### src/rtl/spdif_pkg.sv
// Shared types and slot indices for the S/PDIF subframe decoder.
package spdif_pkg;

  typedef enum logic [1:0] {
    CLS_T1,
    CLS_T2,
    CLS_T3,
    CLS_ERR
  } cls_e;

  typedef enum logic [1:0] {
    PRE_B,
    PRE_M,
    PRE_W
  } pre_e;

  typedef enum logic [1:0] {
    ST_HUNT,
    ST_PRE,
    ST_BIT_A,
    ST_BIT_B
  } state_e;

  localparam int AUX_LSB   = 4;
  localparam int AUD_MSB   = 27;
  localparam int V         = 28;
  localparam int U         = 29;
  localparam int C         = 30;
  localparam int P         = 31;
  localparam int SLOT_BITS = P - AUX_LSB + 1;

endpackage

### src/rtl/spdif_subframe_decoder_if.sv
// Edge input and decoded-sample outputs of the subframe decoder.
interface spdif_subframe_decoder_if;

  logic        rx_edge;
  logic [23:0] sample_data;
  logic        sample_valid;
  logic        sample_right;
  logic        block_start;
  logic        validity_bit;
  logic        user_bit;
  logic        chan_status;
  logic        audio_locked;
  logic        frame_err;

  modport master (
    input  rx_edge,
    output sample_data, sample_valid, sample_right, block_start,
           validity_bit, user_bit, chan_status, audio_locked, frame_err
  );

  modport slave (
    output rx_edge,
    input  sample_data, sample_valid, sample_right, block_start,
           validity_bit, user_bit, chan_status, audio_locked, frame_err
  );

endinterface

### src/rtl/spdif_subframe_decoder_classifier.sv
// Measures the gap between rx_edge pulses and classifies it as T1/T2/T3 or ERR.
// A missing edge is reported once, in the cycle the count first exceeds T3_MAX.
module spdif_interval_classifier
  import spdif_pkg::*;
#(
  parameter int CNT_W  = 8,
  parameter int T1_MIN = 5,
  parameter int T1_MAX = 11,
  parameter int T2_MAX = 19,
  parameter int T3_MAX = 27
) (
  input  logic clk_in,
  input  logic reset,
  input  logic rx_edge_i,
  output logic cls_valid_o,
  output cls_e cls_o
);

  localparam logic [CNT_W-1:0] CntMax    = '1;
  localparam logic [CNT_W-1:0] T1Min     = CNT_W'(T1_MIN);
  localparam logic [CNT_W-1:0] T1Max     = CNT_W'(T1_MAX);
  localparam logic [CNT_W-1:0] T2Max     = CNT_W'(T2_MAX);
  localparam logic [CNT_W-1:0] T3Max     = CNT_W'(T3_MAX);
  localparam logic [CNT_W-1:0] TimeoutAt = CNT_W'(T3_MAX + 1);

  logic [CNT_W-1:0] cnt_q, cnt_d;
  logic             timeout;

  always_comb begin
    cnt_d = cnt_q + 1'b1;
    if (cnt_q == CntMax) cnt_d = cnt_q;
    if (rx_edge_i)       cnt_d = CNT_W'(1);
  end

  always_ff @(posedge clk_in or posedge reset) begin
    if (reset) cnt_q <= '0;
    else       cnt_q <= cnt_d;
  end

  // An edge landing on the timeout count sees the same ERR, so only one event results.
  assign timeout     = (cnt_q == TimeoutAt);
  assign cls_valid_o = rx_edge_i | timeout;

  always_comb begin
    if (cnt_q < T1Min || cnt_q > T3Max) cls_o = CLS_ERR;
    else if (cnt_q <= T1Max)            cls_o = CLS_T1;
    else if (cnt_q <= T2Max)            cls_o = CLS_T2;
    else                                cls_o = CLS_T3;
  end

endmodule

### src/rtl/spdif_subframe_decoder.sv
// S/PDIF subframe decoder: preamble detection, biphase-mark slot decode, parity,
// lock tracking and registered sample outputs.
module spdif_subframe_decoder
  import spdif_pkg::*;
#(
  parameter int CNT_W      = 8,
  parameter int T1_MIN     = 5,
  parameter int T1_MAX     = 11,
  parameter int T2_MAX     = 19,
  parameter int T3_MAX     = 27,
  parameter int LOCK_SUBFR = 4
) (
  input  logic clk_in,
  input  logic reset,
  spdif_subframe_decoder_if.master bus
);

  localparam int               LOCK_W     = $clog2(LOCK_SUBFR + 1);
  localparam logic [LOCK_W-1:0] LockTarget = LOCK_W'(LOCK_SUBFR);

  logic                 clsValid;
  cls_e                 cls;
  state_e               state_q;
  logic [1:0]           preCnt_q;
  cls_e                 gap1_q, gap2_q;
  logic                 isRight_q, isBlock_q;
  logic [SLOT_BITS-1:0] shift_q;
  logic                 parity_q;
  logic [4:0]           slot_q;
  logic [LOCK_W-1:0]    lockCnt_q;
  logic [23:0]          sampleData_q;
  logic                 sampleValid_q, sampleRight_q, blockStart_q;
  logic                 validity_q, user_q, chanStatus_q, locked_q, frameErr_q;

  logic                 preHit;
  pre_e                 preKind;
  logic                 doShift, bitVal, doFail, lastSlot, parityOk;
  logic [SLOT_BITS-1:0] fullWord;
  logic [LOCK_W-1:0]    lockNext;
  logic                 unusedShift;

  spdif_interval_classifier #(
    .CNT_W (CNT_W),
    .T1_MIN(T1_MIN),
    .T1_MAX(T1_MAX),
    .T2_MAX(T2_MAX),
    .T3_MAX(T3_MAX)
  ) u_classifier (
    .clk_in     (clk_in),
    .reset      (reset),
    .rx_edge_i  (bus.rx_edge),
    .cls_valid_o(clsValid),
    .cls_o      (cls)
  );

  // The leading T3 is implied; gap1/gap2 plus the current gap identify the preamble.
  always_comb begin
    preHit  = 1'b0;
    preKind = PRE_B;
    if (gap1_q == CLS_T1 && gap2_q == CLS_T1 && cls == CLS_T3) begin
      preHit = 1'b1;
    end else if (gap1_q == CLS_T3 && gap2_q == CLS_T1 && cls == CLS_T1) begin
      preHit  = 1'b1;
      preKind = PRE_M;
    end else if (gap1_q == CLS_T2 && gap2_q == CLS_T1 && cls == CLS_T2) begin
      preHit  = 1'b1;
      preKind = PRE_W;
    end
  end

  always_comb begin
    doShift = 1'b0;
    bitVal  = 1'b0;
    doFail  = 1'b0;
    if (clsValid) begin
      case (state_q)
        ST_HUNT: doFail = 1'b0;
        ST_PRE: begin
          if (preCnt_q == 2'd0)      doFail = (cls != CLS_T3);
          else if (cls == CLS_ERR)   doFail = 1'b1;
          else if (preCnt_q == 2'd3) doFail = !preHit;
        end
        ST_BIT_A: begin
          doShift = (cls == CLS_T2);
          doFail  = (cls == CLS_T3) || (cls == CLS_ERR);
        end
        ST_BIT_B: begin
          bitVal  = 1'b1;
          doShift = (cls == CLS_T1);
          doFail  = (cls != CLS_T1);
        end
        default: doFail = 1'b1;
      endcase
    end
  end

  // Slot 4 enters first and ends up at bit 0 after all 28 shifts.
  assign fullWord    = {bitVal, shift_q[SLOT_BITS-1:1]};
  assign lastSlot    = doShift && (slot_q == 5'(P));
  assign parityOk    = !(parity_q ^ bitVal);
  assign lockNext    = (lockCnt_q == LockTarget) ? lockCnt_q : lockCnt_q + 1'b1;
  assign unusedShift = shift_q[0];

  always_ff @(posedge clk_in or posedge reset) begin
    if (reset) begin
      state_q       <= ST_HUNT;
      preCnt_q      <= 2'd0;
      gap1_q        <= CLS_T1;
      gap2_q        <= CLS_T1;
      isRight_q     <= 1'b0;
      isBlock_q     <= 1'b0;
      shift_q       <= '0;
      parity_q      <= 1'b0;
      slot_q        <= 5'd0;
      lockCnt_q     <= '0;
      sampleData_q  <= '0;
      sampleValid_q <= 1'b0;
      sampleRight_q <= 1'b0;
      blockStart_q  <= 1'b0;
      validity_q    <= 1'b0;
      user_q        <= 1'b0;
      chanStatus_q  <= 1'b0;
      locked_q      <= 1'b0;
      frameErr_q    <= 1'b0;
    end else begin
      sampleValid_q <= 1'b0;
      frameErr_q    <= 1'b0;

      if (clsValid && !doFail) begin
        case (state_q)
          ST_HUNT: begin
            if (cls == CLS_T3) begin
              state_q  <= ST_PRE;
              preCnt_q <= 2'd1;
            end
          end
          ST_PRE: begin
            preCnt_q <= preCnt_q + 2'd1;
            if (preCnt_q == 2'd1) gap1_q <= cls;
            if (preCnt_q == 2'd2) gap2_q <= cls;
            if (preCnt_q == 2'd3) begin
              isRight_q <= (preKind == PRE_W);
              isBlock_q <= (preKind == PRE_B);
              shift_q   <= '0;
              parity_q  <= 1'b0;
              slot_q    <= 5'(AUX_LSB);
              state_q   <= ST_BIT_A;
            end
          end
          ST_BIT_A: if (cls == CLS_T1) state_q <= ST_BIT_B;
          ST_BIT_B: state_q <= ST_BIT_A;
          default:  state_q <= ST_HUNT;
        endcase
      end

      // Framing is intact once slot 31 arrives, so a parity failure still re-enters PRE.
      if (doShift) begin
        shift_q  <= fullWord;
        parity_q <= parity_q ^ bitVal;
        slot_q   <= slot_q + 5'd1;
        if (lastSlot) begin
          state_q  <= ST_PRE;
          preCnt_q <= 2'd0;
          if (parityOk) begin
            sampleValid_q <= 1'b1;
            sampleData_q  <= fullWord[AUD_MSB-AUX_LSB:0];
            validity_q    <= fullWord[V-AUX_LSB];
            user_q        <= fullWord[U-AUX_LSB];
            chanStatus_q  <= fullWord[C-AUX_LSB];
            sampleRight_q <= isRight_q;
            blockStart_q  <= isBlock_q;
            lockCnt_q     <= lockNext;
            locked_q      <= (lockNext == LockTarget);
          end else begin
            frameErr_q <= 1'b1;
            lockCnt_q  <= '0;
            locked_q   <= 1'b0;
          end
        end
      end

      if (doFail) begin
        frameErr_q <= 1'b1;
        lockCnt_q  <= '0;
        locked_q   <= 1'b0;
        state_q    <= ST_HUNT;
      end
    end
  end

  assign bus.sample_data  = sampleData_q;
  assign bus.sample_valid = sampleValid_q;
  assign bus.sample_right = sampleRight_q;
  assign bus.block_start  = blockStart_q;
  assign bus.validity_bit = validity_q;
  assign bus.user_bit     = user_q;
  assign bus.chan_status  = chanStatus_q;
  assign bus.audio_locked = locked_q;
  assign bus.frame_err    = frameErr_q;

endmodule
### src/flat_wrapper.sv
// flat-port wrapper written by rule: the top's interface ports become plain ports
module spdif_subframe_decoder_flat import spdif_pkg::*;
#(
  parameter int CNT_W      = 8,
  parameter int T1_MIN     = 5,
  parameter int T1_MAX     = 11,
  parameter int T2_MAX     = 19,
  parameter int T3_MAX     = 27,
  parameter int LOCK_SUBFR = 4
)
  (clk_in, reset, bus_rx_edge, bus_sample_data, bus_sample_valid, bus_sample_right, bus_block_start, bus_validity_bit, bus_user_bit, bus_chan_status, bus_audio_locked, bus_frame_err);
  spdif_subframe_decoder_if bus_i ();
  input  logic clk_in;
  input  logic reset;
  input wire logic [$bits(bus_i.rx_edge)-1:0] bus_rx_edge;
  output wire logic [$bits(bus_i.sample_data)-1:0] bus_sample_data;
  output wire logic [$bits(bus_i.sample_valid)-1:0] bus_sample_valid;
  output wire logic [$bits(bus_i.sample_right)-1:0] bus_sample_right;
  output wire logic [$bits(bus_i.block_start)-1:0] bus_block_start;
  output wire logic [$bits(bus_i.validity_bit)-1:0] bus_validity_bit;
  output wire logic [$bits(bus_i.user_bit)-1:0] bus_user_bit;
  output wire logic [$bits(bus_i.chan_status)-1:0] bus_chan_status;
  output wire logic [$bits(bus_i.audio_locked)-1:0] bus_audio_locked;
  output wire logic [$bits(bus_i.frame_err)-1:0] bus_frame_err;
  assign bus_i.rx_edge = bus_rx_edge;
  assign bus_sample_data = bus_i.sample_data;
  assign bus_sample_valid = bus_i.sample_valid;
  assign bus_sample_right = bus_i.sample_right;
  assign bus_block_start = bus_i.block_start;
  assign bus_validity_bit = bus_i.validity_bit;
  assign bus_user_bit = bus_i.user_bit;
  assign bus_chan_status = bus_i.chan_status;
  assign bus_audio_locked = bus_i.audio_locked;
  assign bus_frame_err = bus_i.frame_err;
  spdif_subframe_decoder #(.CNT_W(CNT_W), .T1_MIN(T1_MIN), .T1_MAX(T1_MAX), .T2_MAX(T2_MAX), .T3_MAX(T3_MAX), .LOCK_SUBFR(LOCK_SUBFR)) u_core (.clk_in(clk_in), .reset(reset), .bus(bus_i));
endmodule
### config.mk
export PLATFORM = sky130hd
export DESIGN_NAME = spdif_subframe_decoder_flat
export DESIGN_NICKNAME = d
export VERILOG_FILES = /design/src/rtl/spdif_pkg.sv /design/src/rtl/spdif_subframe_decoder_if.sv /design/src/rtl/spdif_subframe_decoder_classifier.sv /design/src/rtl/spdif_subframe_decoder.sv /design/src/flat_wrapper.sv
export SDC_FILE = /design/constraint.sdc
export NUM_CORES = 1
export LEC_CHECK = 0
export BUFFER_PORTS_ARGS = -buffer_cell sky130_fd_sc_hd__buf_2
export CAP_MARGIN = 20
export CORE_ASPECT_RATIO = 1.1
export CORE_MARGIN = 2
export CORE_UTILIZATION = 40
export DETAILED_ROUTE_END_ITERATION = 8
export MAX_ROUTING_LAYER = met4
export PLACE_DENSITY_LB_ADDON = 0.08
export SYNTH_ARGS = -nofsm -noshare
export SYNTH_HDL_FRONTEND = slang
export SYNTH_HIERARCHICAL = 1
export SYNTH_SLANG_ARGS = --single-unit
### constraint.sdc
create_clock -name clk_in -period 8.75 [get_ports clk_in]
set_clock_uncertainty 0.15 [all_clocks]
set_input_delay 0.4375 -clock clk_in [delete_from_list [all_inputs] [get_ports clk_in]]
set_output_delay 0.4375 -clock clk_in [all_outputs]
set_load 0.02 [all_outputs]
* Word level (Yosys, flattened, before mapping)
Cells that the tools add are included.
** Storage, ports and cells
- Input port bits :: 3
- Register bits after elaboration :: 87
- Output and inout bits :: 32
** Cells by class
- Equal/unequal tests :: 19
- $lt $le $gt $ge :: 4
- Mux-type cells :: 61
- Bitwise logic cells :: 3
- $add $sub $neg :: 4
- Reductions and logical operators :: 30
** Operators with widths (count)
- 28-bit 2-to-1 mux :: 4
- 2-bit 2-to-1 mux :: 17
- 1-bit 2-to-1 mux :: 25
- 5-bit 2-to-1 mux :: 4
- 2-bit equality test (second input constant) :: 8
- 8-bit 2-to-1 mux :: 2
- 3-bit 2-to-1 mux :: 5
- 3-bit AND reduction :: 5
- 2-bit zero test :: 6
- 2-bit nonzero test :: 6
- 8-bit by 1-bit adder with 8-bit output (second input constant) :: 1
- 2-bit by 1-bit equality test with 1-bit output (second input constant) :: 4
- 8-bit by 5-bit equality test with 1-bit output (second input constant) :: 1
- 8-bit equality test (second input constant) :: 1
- 8-bit by 5-bit greater-than comparator with 1-bit output (second input constant) :: 1
- 8-bit by 4-bit <= comparator with 1-bit output (second input constant) :: 1
- 8-bit by 5-bit <= comparator with 1-bit output (second input constant) :: 1
- 1-bit logical AND :: 8
- 8-bit by 3-bit less-than comparator with 1-bit output (second input constant) :: 1
- 2-bit case mux with 4 select lines :: 1
- 3-bit equality test (second input constant) :: 2
- 5-bit by 1-bit adder with 5-bit output (second input constant) :: 1
- 5-bit equality test (second input constant) :: 1
- 2-bit != test (second input constant) :: 2
- other kinds (11) :: 13

* Longest topological paths before layout
- Depth after elaboration :: 21
- Depth in mapped cells :: 13
- Depth with buffers taken out :: 11

* Hierarchy
Netlist, hierarchy kept.
** Modules (own cells, without submodules)
- spdif_subframe_decoder :: cells each 378, times used 1, sequential area each 1951.9 sq um, area each 3606.0 sq um
- spdif_interval_classifier :: cells each 61, times used 1, sequential area each 200.2 sq um, area each 555.5 sq um

* Worst setup path before layout
OpenSTA, ideal clock, no wires.
- Path kind :: reg-to-reg
- From :: register u_core.u_classifier.cnt_q[0]
- To :: register u_core.isBlock_q
- Arrival :: 2.760 ns
- Slack :: 5.715 ns
- Period minus slack after synthesis :: 3.035 ns
- Required time :: 8.475 ns
- Cell stages (with the launch flop) :: 11
- Path through :: dfrtp_1 -> inv_1 -> ha_1 -> a211oi_1 -> o21ai_0 -> or3b_1 -> a2111o_1 -> a211oi_2 -> and3_1 -> buf_6 -> mux2_4
** On the way
- Longest elaborated chain between the ends :: 18
- Elaborated cells on any way between the ends :: 36
- Those cells by class :: order compare: 4; eq/ne: 5; mux: 14; bitwise: 1; reduce/logical: 12
** Ends and longest elaborated chain
- start: declaration :: RTL line spdif_subframe_decoder_classifier.sv:26 : logic [CNT_W-1:0] cnt_q, cnt_d;
- start signal: assignment :: RTL line spdif_subframe_decoder_classifier.sv:37 : else cnt_q <= cnt_d;
- 8-bit by 5-bit <= comparator with 1-bit output :: RTL line spdif_subframe_decoder_classifier.sv:47 : else if (cnt_q <= T2Max) cls_o = CLS_T2;
- 2-bit 2-to-1 mux :: RTL line spdif_subframe_decoder_classifier.sv:47
- 2-bit 2-to-1 mux :: RTL line spdif_subframe_decoder_classifier.sv:46 : else if (cnt_q <= T1Max) cls_o = CLS_T1;
- 2-bit 2-to-1 mux (*) :: RTL line spdif_subframe_decoder_classifier.sv:45 : if (cnt_q < T1Min || cnt_q > T3Max) cls_o = CLS_ERR;
- named net u_core.cls[0] :: RTL line spdif_subframe_decoder.sv:22 : cls_e cls;
- 2-bit by 1-bit equality test with 1-bit output :: RTL line spdif_subframe_decoder.sv:65 : end else if (gap1_q == CLS_T2 && gap2_q == CLS_T1 && cls == CLS_T2) begin
- 1-bit logical AND :: RTL line spdif_subframe_decoder.sv:65
- 1-bit 2-to-1 mux :: RTL line spdif_subframe_decoder.sv:65
- [... 3 more ...]
- 1-bit 2-to-1 mux :: RTL line spdif_subframe_decoder.sv:81 : else if (preCnt_q == 2'd3) doFail = !preHit;
- 1-bit 2-to-1 mux :: RTL line spdif_subframe_decoder.sv:80 : else if (cls == CLS_ERR) doFail = 1'b1;
- 1-bit 2-to-1 mux :: RTL line spdif_subframe_decoder.sv:79 : if (preCnt_q == 2'd0) doFail = (cls != CLS_T3);
- 1-bit case mux with 4 select lines :: RTL line spdif_subframe_decoder.sv:76 : case (state_q)
- 1-bit 2-to-1 mux :: RTL line spdif_subframe_decoder.sv:75 : if (clsValid) begin
- 1-bit zero test :: RTL line spdif_subframe_decoder.sv:129 : if (clsValid && !doFail) begin
- 1-bit logical AND :: RTL line spdif_subframe_decoder.sv:129
- 3-bit AND reduction (no source line)
- end signal: assignment :: RTL line spdif_subframe_decoder.sv:143 : isBlock_q <= (preKind == PRE_B);
- end: declaration :: RTL line spdif_subframe_decoder.sv:26 : logic isRight_q, isBlock_q;
Mark *: on every way through the listed nets, which the timed path passes. The rest lies on a longest branch.
A chain may end at the register's enable or synchronous reset.

* Worst setup path in the final report
Same ends and word-level chain as after synthesis.

==> results.yml <==
status:
  status: "finished, final reports clean"
final_layout:
  final_core_util_pct: 46.3
  antenna_cells: 0
  drive_gt1_share_pct: 21.7
  area_growth_pct: 14.1
  finish.net_count: 484
sta:
  slew_headroom_pct: 32.1
  rsz0062_at_grt: "false"
  final-max-slew-violation-count: 0
  setup_viol: 0
  worstMarginPinSlew_ns: 1.02
  fin_crit_sh_pct: 45.3
  final_hold_viol_count: 0
  clock.fmax_mhz: 252
  tns_ns: 0
  min_period_ns: 3.96
critical_path:
  critPathKind: "reg -> reg"
  critPathCaptureType: "flop"
  slowest_stage: "and3_2"
  cp.required_ns: 8.81
  crit_path_max_fanout: 35
  worstPathArrival_ns: 4.03
  reg2reg_slack_ns: 4.79
  path_cells: "inv_1 > ha_1 > a211oi_1 > o21ai_0 > buf_4 > or3b_1 > a2111o_1 > a211oi_2 > and3_2 > mux2_4"
  worst_setup_path_start_kind: "flop"
  cpPeakStageDelay_ns: 0.91
drt:
  num_vias: 3018
  first_pass_iters: 4
  drc: 0
  routedWlPerCell_um: 13.6
  drt-total-wl_um: 8090
  final_antenna_net_count: 0
  drt-vias-per-instance: 5.06
  drt_iter0_drc: 151
yosys:
  synth_top_family_by_area: "simple AND/OR/NAND/NOR gates"
  synth_area_leaders: "dfrtp_1 52%, nand2_1 14%, o21ai_2 5.7%"
  yosys.cell_types.count: 57
  syn_nets: 453
  async_flop_share_pct: 100
  syn_area_sq_um: 4160
  yosys_warnings: 6
  yosysTopAreaCell: "dfrtp_1"
  synth-compound-area-share_pct: 14.5
  synth_top_area_share_pct: 51.7
  synth_edf_count: 0
  synth-xor-area-share_pct: 0.631
  synthFlopType: "dfrtp_1"
  synthMuxAreaShare_pct: 2.44
  yosys.area_share.simple_pct: 22.1
  ys_seq_area_share_pct: 51.7
  postSynthCellCount: 439
  ys_ff_latch: 86
  synthAdderAreaFrac_pct: 3.55
  avgSynthCellArea_sq_um: 9.48
job:
  max-cap-violations: 0
floorplan:
  dieArea_sq_um: 11200
  core_area_sq_um: 10200
  pin_count: 35
  initial_core_util_pct: 40.6
  die_h_um: 111
  row_count: 39
  die_x_um: 101
power:
  power_switching_share_pct: 27.3
  power_density_nw_per_um2: 213
  leakage_nw: 2.37
  p_clk_share_pct: 38.3
  p_int_w: 0.000735
  combPwrFrac_pct: 15.1
  seqPwrFrac_pct: 46.6
  switchingPower_w: 0.000277
  ir_drop_mv: 0.0833
  power_w: 0.00101
global_route:
  grt_overflow_total: 0
  grt_usage_pct: 15.9
  grt_pass1_wl_um: 14000
  antenna_found_initial: 0
  grt_max_degree: 79
  grt_pass1_vias: 2899
placement:
  place.gp.congestion: 0.879
  io_buffers: 34
  dp_hpwl_um: 4990
clocking:
  cts.sink_count: 86
  cts_root_buf: "clkbuf_16"
  clk_latency_ns: 0.33
  cts_tree: "done"
  cts_max_path_buffers: 2
  cts_buffers: 9
  cts_resized: 0
  htree_levels: 3
  path_clk_slew_ns: 0.06
worst_hold_path:
  min_path_type: "in -> reg"
-- logic make-up (layout without fill, tap and decap cells) --
| kind of cell | count (synthesis) | after routing |
|---|---|---|
| muxes | 8 | 8 |
| and+or+nand+nor | 213 | 213 |
| AOI/OAI and AO/OA | 79 | 79 |
| xor gates and xnor gates | 3 | 3 |
| DFF | 86 | 86 |
| buffers and inverters | 38 | 73 |
| adders and majority gates | 12 | 12 |
-- cell usage in the layout (no fill, tap or decap), types with 3 or more instances in the layout --
| cell | n |
|---|---|
| a21oi_1 | 13 |
| o21ai_2 | 27 |
| dfrtp_1 | 86 |
| mux2_2 | 5 |
| and3_1 | 3 |
| buf_4 | 6 |
| nand3_1 | 11 |
| ha_1 | 11 |
| nor2_1 | 12 |
| a21o_1 | 4 |
| buf_2 | 34 |
| clkbuf_16 | 9 |
| nor3_1 | 6 |
| mux2_4 | 3 |
| o21ai_0 | 10 |
| nand2_1 | 156 |
| nand2b_1 | 4 |
| inv_1 | 13 |
-- power by group through the flow --
stage	combinational [W]	sequential [W]	clock, W
2_1_floorplan	0.000134	0.000462	0
3_3_place_gp	0.000152	0.000477	0
3_5_place_dp	0.000152	0.000477	0
4_1_cts	0.000153	0.000471	0.000400
5_1_grt	0.000175	0.000480	0.000418
6_report	0.000153	0.000471	0.000387
-- registers in the layout (all words and copies together) (netlist names), 2 cells and up --
name	flops
u_core/lockCnt_q	3
u_core/state_q	2
u_core/bus.sample_data	24
u_core/gap1_q	2
u_core/slot_q	5
u_core/shift_q	27
u_core/u_classifier/cnt_q	8
u_core/gap2_q	2
u_core/preCnt_q	2
-- layout make-up --
class / instances / area [sq um]
Inverter: 15 / 57.6
Clock buffer: 12 / 256
Tap cell: 123 / 154
Timing Repair Buffer: 43 / 280
Multi-Input combinational cell: 315 / 1800
Clock inverter: 3 / 43.8
Fill cell: 989 / 5500
Sequential cell: 86 / 2150
-- final timing paths --
check,from,endpoint,depth (start not counted)
worst min register to register,u_core/bus.validity_bit,u_core/bus.validity_bit,2
worst min-delay path,bus_rx_edge,u_core/u_classifier/cnt_q[1],2
worst max register to register,u_core/u_classifier/cnt_q[0],u_core/isBlock_q,10
worst max-delay path,u_core/u_classifier/cnt_q[0],u_core/isBlock_q,10
max in group asynchronous,reset,u_core/shift_q[22],5
min in group asynchronous,reset,u_core/u_classifier/cnt_q[1],3
-- synthesized netlist by cell type, drive strengths merged (3+ instances only) --
master and instances:
nand2 156, dfrtp 86, o21ai 37, clkbuf 16, inv 14, a21oi 13, nor2 12, ha 11
nand3 11, mux2 8, nor3 7, buf 6, and3 5, a21o 4, nand2b 4, a211oi 3
o22ai 3
-- timing repair --
item	CTS	global route
buffers inserted	0	0
hold buffers	1	0
endpoints found under the hold margin	8	0
-- through the flow --
step / hold WS [ns] / instance area, sq um / cells / setup WS [ns]
after floorplan: 0.103 / 4160 / 439 / 5.71
after global placement: 0.274 / 4380 / 579 / 4.82
after detailed placement: 0.276 / 4380 / 579 / 4.74
after CTS: 0.250 / 4690 / 595 / 4.74
after global routing: 0.273 / 4750 / 597 / 4.50
final: 0.254 / 4750 / 597 / 4.79
-- routing by layer --
| layer | global-route usage (%) | wire (um) | vias to the layer above |
|---|---|---|---|
| li1 | - | - | 1543 |
| met1 | 21.6 | 4030 | 1433 |
| met2 | 22.9 | 3750 | 34 |
| met3 | 3.78 | 200 | 8 |
| met4 | 6.40 | 111 | 0 |
| met5 | - | 0 | - |
-- critical path, delay by kind of cell (launching register included) --
| family | cells | cell delay, ns |
|---|---|---|
| AND/OR/NAND/NOR | 2 | 1.26 |
| flip-flops | 1 | 0.42 |
| buffers and inverters | 2 | 0.30 |
| adder cells (fa/ha/maj) | 1 | 0.22 |
| AO/OA/AOI/OAI | 4 | 1.14 |
| multiplexers | 1 | 0.35 |
(Power assumes the default switching activity.)
